**src/rtl/pipe_stage_buf_pkg.sv**
```systemverilog
// Shared definitions for the inter-stage pipeline register: default bundle
// widths, slot-select encodings and a small occupancy helper.
package pipe_stage_buf_pkg;

  // Default bundle widths for a generic stage
  localparam int unsigned CTRL_W_DEFAULT = 8;
  localparam int unsigned DATA_W_DEFAULT = 128;

  // What the head slot does on the next edge
  typedef enum logic [1:0] {
    H_HOLD      = 2'd0,
    H_FROM_SKID = 2'd1,
    H_FROM_IN   = 2'd2,
    H_CLEAR     = 2'd3
  } head_sel_e;

  // What the skid slot does on the next edge
  typedef enum logic [1:0] {
    S_HOLD    = 2'd0,
    S_FROM_IN = 2'd1,
    S_CLEAR   = 2'd2
  } skid_sel_e;

  // Number of valid entries across head and skid slots
  function automatic logic [1:0] count_valid(input logic a, input logic b);
    return {1'b0, a} + {1'b0, b};
  endfunction

endpackage

```
**src/rtl/pipe_slot.sv**
```systemverilog
// One storage slot of the pipeline register: valid bit, control bundle and
// data bundle. A load marks the slot valid; a clear empties it and zeroes the
// control bundle so a bubble can never carry live write-enables.
module pipe_slot #(
  parameter int unsigned CTRL_W = 8,
  parameter int unsigned DATA_W = 128
) (
  input  logic              clk,
  input  logic              rst,
  input  logic              load,
  input  logic              clear,
  input  logic [CTRL_W-1:0] load_ctrl,
  input  logic [DATA_W-1:0] load_data,
  output logic              valid,
  output logic [CTRL_W-1:0] ctrl,
  output logic [DATA_W-1:0] data
);

  // Slot register: clear wins over load; data is kept on clear
  always_ff @(posedge clk or posedge rst) begin
    if (rst) begin
      // NOTE: the data bundle is reset too, so out_data reads 0 after reset
      // rather than X; it is a single register, not a memory array.
      valid <= 1'b0;
      ctrl  <= '0;
      data  <= '0;
    end else if (clear) begin
      // NOTE: non-blocking assignments keep every slot update on the same
      // edge-sampled values, independent of statement order.
      valid <= 1'b0;
      ctrl  <= '0;
    end else if (load) begin
      valid <= 1'b1;
      ctrl  <= load_ctrl;
      data  <= load_data;
    end
  end

endmodule

```
**src/rtl/pipe_stage_buf.sv**
```systemverilog
// Generic inter-stage pipeline register (IF/ID, ID/EX, EX/MEM, MEM/WB) with a
// valid/ready handshake, hazard stall and flush. With SKID=1 a second slot
// lets in_ready come straight from a flop while still streaming one entry per
// cycle; with SKID=0 it is a single slot with a combinational in_ready.
module pipe_stage_buf
  import pipe_stage_buf_pkg::*;
#(
  parameter int unsigned CTRL_W = CTRL_W_DEFAULT,
  parameter int unsigned DATA_W = DATA_W_DEFAULT,
  parameter bit          SKID   = 1'b1
) (
  input  logic              clk,
  input  logic              rst,
  input  logic              flush,
  input  logic              stall,
  input  logic              in_valid,
  output logic              in_ready,
  input  logic [CTRL_W-1:0] in_ctrl,
  input  logic [DATA_W-1:0] in_data,
  output logic              out_valid,
  input  logic              out_ready,
  output logic [CTRL_W-1:0] out_ctrl,
  output logic [DATA_W-1:0] out_data,
  output logic [1:0]        occupancy
);

  logic              h_valid;
  logic [CTRL_W-1:0] h_ctrl;
  logic [DATA_W-1:0] h_data;
  logic              s_valid;
  logic [CTRL_W-1:0] s_ctrl;
  logic [DATA_W-1:0] s_data;

  head_sel_e head_sel;
  skid_sel_e skid_sel;
  logic      accept;
  logic      emit;

  // Upstream ready: from the skid flop when present, else from head state and out_ready
  always_comb begin
    if (SKID) in_ready = ~s_valid & ~stall;
    else      in_ready = ~stall & (~h_valid | out_ready);
  end

  assign accept = in_valid & in_ready & ~flush;
  assign emit   = h_valid & out_ready & ~stall & ~flush;

  // Slot steering: flush, then stall, then refill head, then park in skid
  always_comb begin
    // NOTE: defaults first so every path assigns both selects and no latch is inferred.
    head_sel = H_HOLD;
    skid_sel = S_HOLD;
    if (flush) begin
      head_sel = H_CLEAR;
      skid_sel = S_CLEAR;
    end else if (stall) begin
      head_sel = H_HOLD;
      skid_sel = S_HOLD;
    end else if (~h_valid | emit) begin
      if (s_valid) begin
        head_sel = H_FROM_SKID;
        skid_sel = accept ? S_FROM_IN : S_CLEAR;
      end else if (accept) begin
        head_sel = H_FROM_IN;
      end else begin
        head_sel = H_CLEAR;
      end
    end else if (accept) begin
      skid_sel = S_FROM_IN;
    end
  end

  pipe_slot #(
    .CTRL_W(CTRL_W),
    .DATA_W(DATA_W)
  ) u_head (
    .clk      (clk),
    .rst      (rst),
    .load     ((head_sel == H_FROM_SKID) || (head_sel == H_FROM_IN)),
    .clear    (head_sel == H_CLEAR),
    .load_ctrl((head_sel == H_FROM_SKID) ? s_ctrl : in_ctrl),
    .load_data((head_sel == H_FROM_SKID) ? s_data : in_data),
    .valid    (h_valid),
    .ctrl     (h_ctrl),
    .data     (h_data)
  );

  if (SKID) begin : g_skid
    pipe_slot #(
      .CTRL_W(CTRL_W),
      .DATA_W(DATA_W)
    ) u_skid (
      .clk      (clk),
      .rst      (rst),
      .load     (skid_sel == S_FROM_IN),
      .clear    (skid_sel == S_CLEAR),
      .load_ctrl(in_ctrl),
      .load_data(in_data),
      .valid    (s_valid),
      .ctrl     (s_ctrl),
      .data     (s_data)
    );
  end else begin : g_no_skid
    assign s_valid = 1'b0;
    assign s_ctrl  = '0;
    assign s_data  = '0;
  end

  assign out_valid = h_valid;
  assign out_ctrl  = h_valid ? h_ctrl : '0;
  assign out_data  = h_data;
  assign occupancy = count_valid(h_valid, s_valid);

  // The skid slot only ever fills behind a held head entry
  skid_implies_head: assert property (@(posedge clk) disable iff (rst) s_valid |-> h_valid);

endmodule

```
**config.mk**
```make
export PLATFORM = sky130hd
export DESIGN_NAME = pipe_stage_buf
export DESIGN_NICKNAME = d
export VERILOG_FILES = /design/src/rtl/pipe_stage_buf_pkg.sv /design/src/rtl/pipe_slot.sv /design/src/rtl/pipe_stage_buf.sv
export SDC_FILE = /design/constraint.sdc
export NUM_CORES = 1
export LEC_CHECK = 0
export ABC_AREA = 1
export BUFFER_PORTS_ARGS = -buffer_cell sky130_fd_sc_hd__buf_2
export CORE_MARGIN = 10
export CORE_UTILIZATION = 45
export CTS_CLUSTER_SIZE = 24
export DETAILED_ROUTE_END_ITERATION = 16
export HOLD_SLACK_MARGIN = 0.05
export PLACE_DENSITY = 0.69
export SYNTH_ARGS = -nofsm -noshare
export SYNTH_HDL_FRONTEND = slang
export SYNTH_SLANG_ARGS = --single-unit
```
**constraint.sdc**
```tcl
create_clock -name clk -period 12.43 [get_ports clk]
set_input_delay 3.1075 -clock clk [delete_from_list [all_inputs] [get_ports clk]]
set_output_delay 3.1075 -clock clk [all_outputs]
set_load 0.005 [all_outputs]
```
# [Yosys cells after proc, flatten, opt, wreduce, memory -nomap -nowiden]
# Index checks and enable logic that the tools add are counted.
[word_totals] reg_bits=274 in_bits=142 out_inout_bits=140 wordCells=52
[classes] add_sub_neg=1 n_eq_ne=5 muxes=22 n_bitwise=13 reduce_logical=5
[op_table] op="2-to-1 mux 128 bit" n=1
[op_table] op="2-to-1 mux 8 bit" n=6
[op_table] op="2-to-1 mux 2 bit" n=9
[op_table] op="bitwise AND 1 bit" n=6
[op_table] op="equality test 2 bit, second input constant" n=3
[op_table] op="2-to-1 mux 1 bit" n=6
[op_table] op="inverter 1 bit" n=6
[op_table] op="equality test 2 x 1 -> 1 bit, second input constant" n=2
[op_table] op="AND reduction 2 bit" n=2
[op_table] op="nonzero test 2 bit" n=2
[op_table] op="adder 1 x 1 -> 2 bit" n=1
[op_table] op="logical OR 1 bit" n=1
[op_table] op="OR 1 bit" n=1

# [Logic depth before layout (Yosys ltp)]
[logic_depth] depth_word=13 depth_mapped=12 ltp_nobuf=9

# [Cells and area by module]
# From an unflattened synthesis, not the netlist that was laid out.
[hier_totals] cells_unflattened=1667 hier_area_um2=12862.3
[modules_own_cells] mod="pipe_slot" n_inst=2 cells_each=595 area_each_um2=5392.7 seq_area_each_um2=3428.3
[modules_own_cells] mod="pipe_stage_buf" n_inst=1 cells_each=477 area_each_um2=2077.0 seq_area_each_um2=0.0

# [Least setup slack after synthesis]
# OpenSTA, ideal clock, no wires.
[synth_timing] kind="input to output" from="input port stall" to="output port in_ready" arrival_time_ps=3275 required_ps=9322 slack_ps=6048 cell_stages=1 path_buffers=0 cell_sequence="nor2_1"
[synth_via] elab_chain_cells=2
[synth_rtl] element="from (decl)" line_no="pipe_stage_buf.sv:15" source="input logic stall,"
[synth_rtl] element="inverter 1 bit" line_no="pipe_stage_buf.sv:41" source="if (SKID) in_ready = ~s_valid & ~stall;"
[synth_rtl] element="bitwise AND 1 bit" line_no="pipe_stage_buf.sv:41"
[synth_rtl] element="to (decl)" line_no="pipe_stage_buf.sv:17" source="output logic in_ready,"
# Every way passes these cells.

# [Worst setup path after layout]
# Ends and elaborated chain as after synthesis.

==> flow_summary.ini <==
[route]
vias = 8890
routedWlPerCell_um = 18.3
first_iter_violations = 620
routed_wl_um = 31200
via_per_inst = 5.23
ant_nets = 0
first_pass_iters = 5
drc_errors = 0

[critical_path]
cpPeakStageDelay_ns = 0.16
required_ns = 9.32
critPathMaxFanout = 4
crit_top_cell = buf_2
crit_type = in -> out
crit_path_end_kind = output pin
crit_path_top_delay_cell = nor2_1
crit_path_cell_trace = buf_2 > nor2_1 > buf_2
rr_worst_depth = 7
startpoint_type = primary input
cp.arrival_ns = 3.53

[global_routing]
first_global_vias = 9243
grt-ovfl-total = 0
antenna_found_initial = 5
grt_usage = 0.181
grt_max_degree = 129
grt_pass1_wl_um = 49800

[floorplanning]
die_area_um2 = 32700
fp-row-count = 58
start_util = 0.459
core_area_um2 = 25300
die_w_um = 181
die_y_um = 181
ios = 282

[synth]
syn_area_um2 = 11600
yosys.cell_types.count = 19
ys_ff_latch = 274
seq_area_frac_synth = 0.590
syn_nets = 1247
synth_warnings = 0
avgSynthCellArea_um2 = 10.6
synthCells = 1098

[sta]
holdWs_ns = 0.476
slew_headroom = 0.310
finalHoldViolCount = 0
fmax_ghz = 0.151
finClkSkew_ns = 0.00885
rsz0062_at_grt = false
worst_slew_pin_slew_ns = 1.04
min_period_ns = 6.64
slew_violations = 0
period_share = 0.534
setup_violations = 0
setup_tns_ns = 0

[final_layout]
finalNonFillerCells = 1700
post-route-util = 0.556
fin_area_um2 = 14100
syn_to_final_growth_pct = 21.1
drive_above_1_share = 0.347
final_nets = 1492

[clock_tree]
cts.sink_count = 274
postCtsSetupBuffers = 0
clk_pin_slew_ns = 0.06
cts_resized = 0
clock_latency_ns = 0.54
cts_buffers = 30
htreeDepth = 1
root_buffer = clkbuf_16
cts_tree = done
clockBufferDepth = 3
cts-hold-fix-buffers = 0

[flow_run]
cap_violations = 0

[power]
p_leak_uw = 0.00695
power_density_nw_per_um2 = 210
ir_drop_mv = 0.104

[status]
outcome = completed

[place]
placed_cell_area_um2 = 13000
place_congestion = 0.805
hpwl_um = 19500
port_buffers = 281
dpl.cell_count = 1641

[min_path]
hp-class = reg -> reg
worstHoldPathCells = 2
==> worst max-delay path, delay by kind of cell <==
| kind | cells | cell delay, ns |
|---|---|---|
| simple gates | 1 | 0.16 |
| buf+inv | 2 | 0.26 |
==> registers in the layout, summed over array words and instances, names as in the netlist <==
signal,cells
g_skid.u_skid.ctrl,8
g_skid.u_skid.data,128
g_skid.u_skid.valid,1
u_head.valid,1
u_head.ctrl,8
u_head.data,128
==> cells in the final DEF (no fill, tap or decap), types with 5 or more instances in the layout <==
| cell type | n |
|---|---|
| o211ai_1 | 8 |
| clkbuf_8 | 9 |
| inv_1 | 28 |
| nor2_1 | 134 |
| buf_2 | 281 |
| mux2_2 | 128 |
| o22ai_1 | 8 |
| dfrtp_1 | 274 |
| nand2_1 | 169 |
| buf_4 | 7 |
| clkbuf_16 | 31 |
| clkinv_2 | 5 |
| a21oi_1 | 259 |
==> path summary, 6_finish.rpt <==
check,from,slack (ns),to
max,stall,5.79,in_ready
min,u_head.ctrl[3]$_DFFE_PP0P_,0.48,u_head.ctrl[3]$_DFFE_PP0P_
max reg2reg,u_head.valid$_DFFE_PP0P_,8.63,u_head.data[68]$_DFFE_PP0P_
min reg2reg,u_head.ctrl[3]$_DFFE_PP0P_,0.48,u_head.ctrl[3]$_DFFE_PP0P_
max in group asynchronous,rst,7.29,g_skid.u_skid.data[37]$_DFFE_PP0P_
min in group asynchronous,rst,2.70,u_head.data[102]$_DFFE_PP0P_
==> logic make-up (layout without fill, tap and decap cells) <==
logic type,Yosys count,count (layout),synth area share
compound gates,277,277,0.122
flops,274,274,0.590
other cells,0,4,0
simple gates,305,305,0.0989
fa+ha+maj,7,7,0.00754
buf+inv,107,375,0.0577
mux,128,128,0.124
==> where the power goes <==
| group | switching [uW] | internal (uW) |
|---|---|---|
| sequential | 154 | 1180 |
| clock | 360 | 590 |
| combinational | 354 | 323 |
| total | 868 | 2090 |
==> through the flow <==
stage	power, uW	worst slack [ns]
2_1_floorplan	1740	1.77
3_3_place_gp	2000	5.79
3_5_place_dp	2030	5.79
4_1_cts	2990	5.79
5_1_grt	3130	5.76
6_report	2960	5.79
==> metal layers <==
layer	global-route usage	wire length [um]	part of all wire	vias to the layer above
li1	-	-	-	4173
met1	0.229	13300	0.43	4381
met2	0.293	14700	0.47	282
met3	0.0581	2590	0.083	50
met4	0.0479	565	0.018	4
met5	0	26	0.00083	-
==> synth_stat cells, drive strengths merged <==
| library cell | count | area share |
|---|---|---|
| mux2 | 128 | 0.12 |
| clkbuf | 5 | 0.0016 |
| o22ai | 8 | 0.0043 |
| nand2 | 169 | 0.055 |
| dfrtp | 274 | 0.59 |
| or2 | 1 | 0.00054 |
| nand4 | 1 | 0.00054 |
| o211ai | 8 | 0.0052 |
| ha | 7 | 0.0075 |
| o21ai | 2 | 0.00086 |
| clkinv | 2 | 0.00075 |
| nor2 | 134 | 0.043 |
| inv | 30 | 0.0097 |
| buf | 70 | 0.046 |
| a21oi | 259 | 0.11 |
==> final cells by class <==
class,count,area [um^2]
Fill cell,2200,11200
Sequential cell,274,6860
Tap cell,330,413
Antenna cell,4,10.0
Multi-Input combinational cell,717,4130
Clock buffer,44,915
Timing Repair Buffer,288,1460
Clock inverter,11,161
Inverter,32,133
No activity file was read; power rests on OpenSTA's default activity.
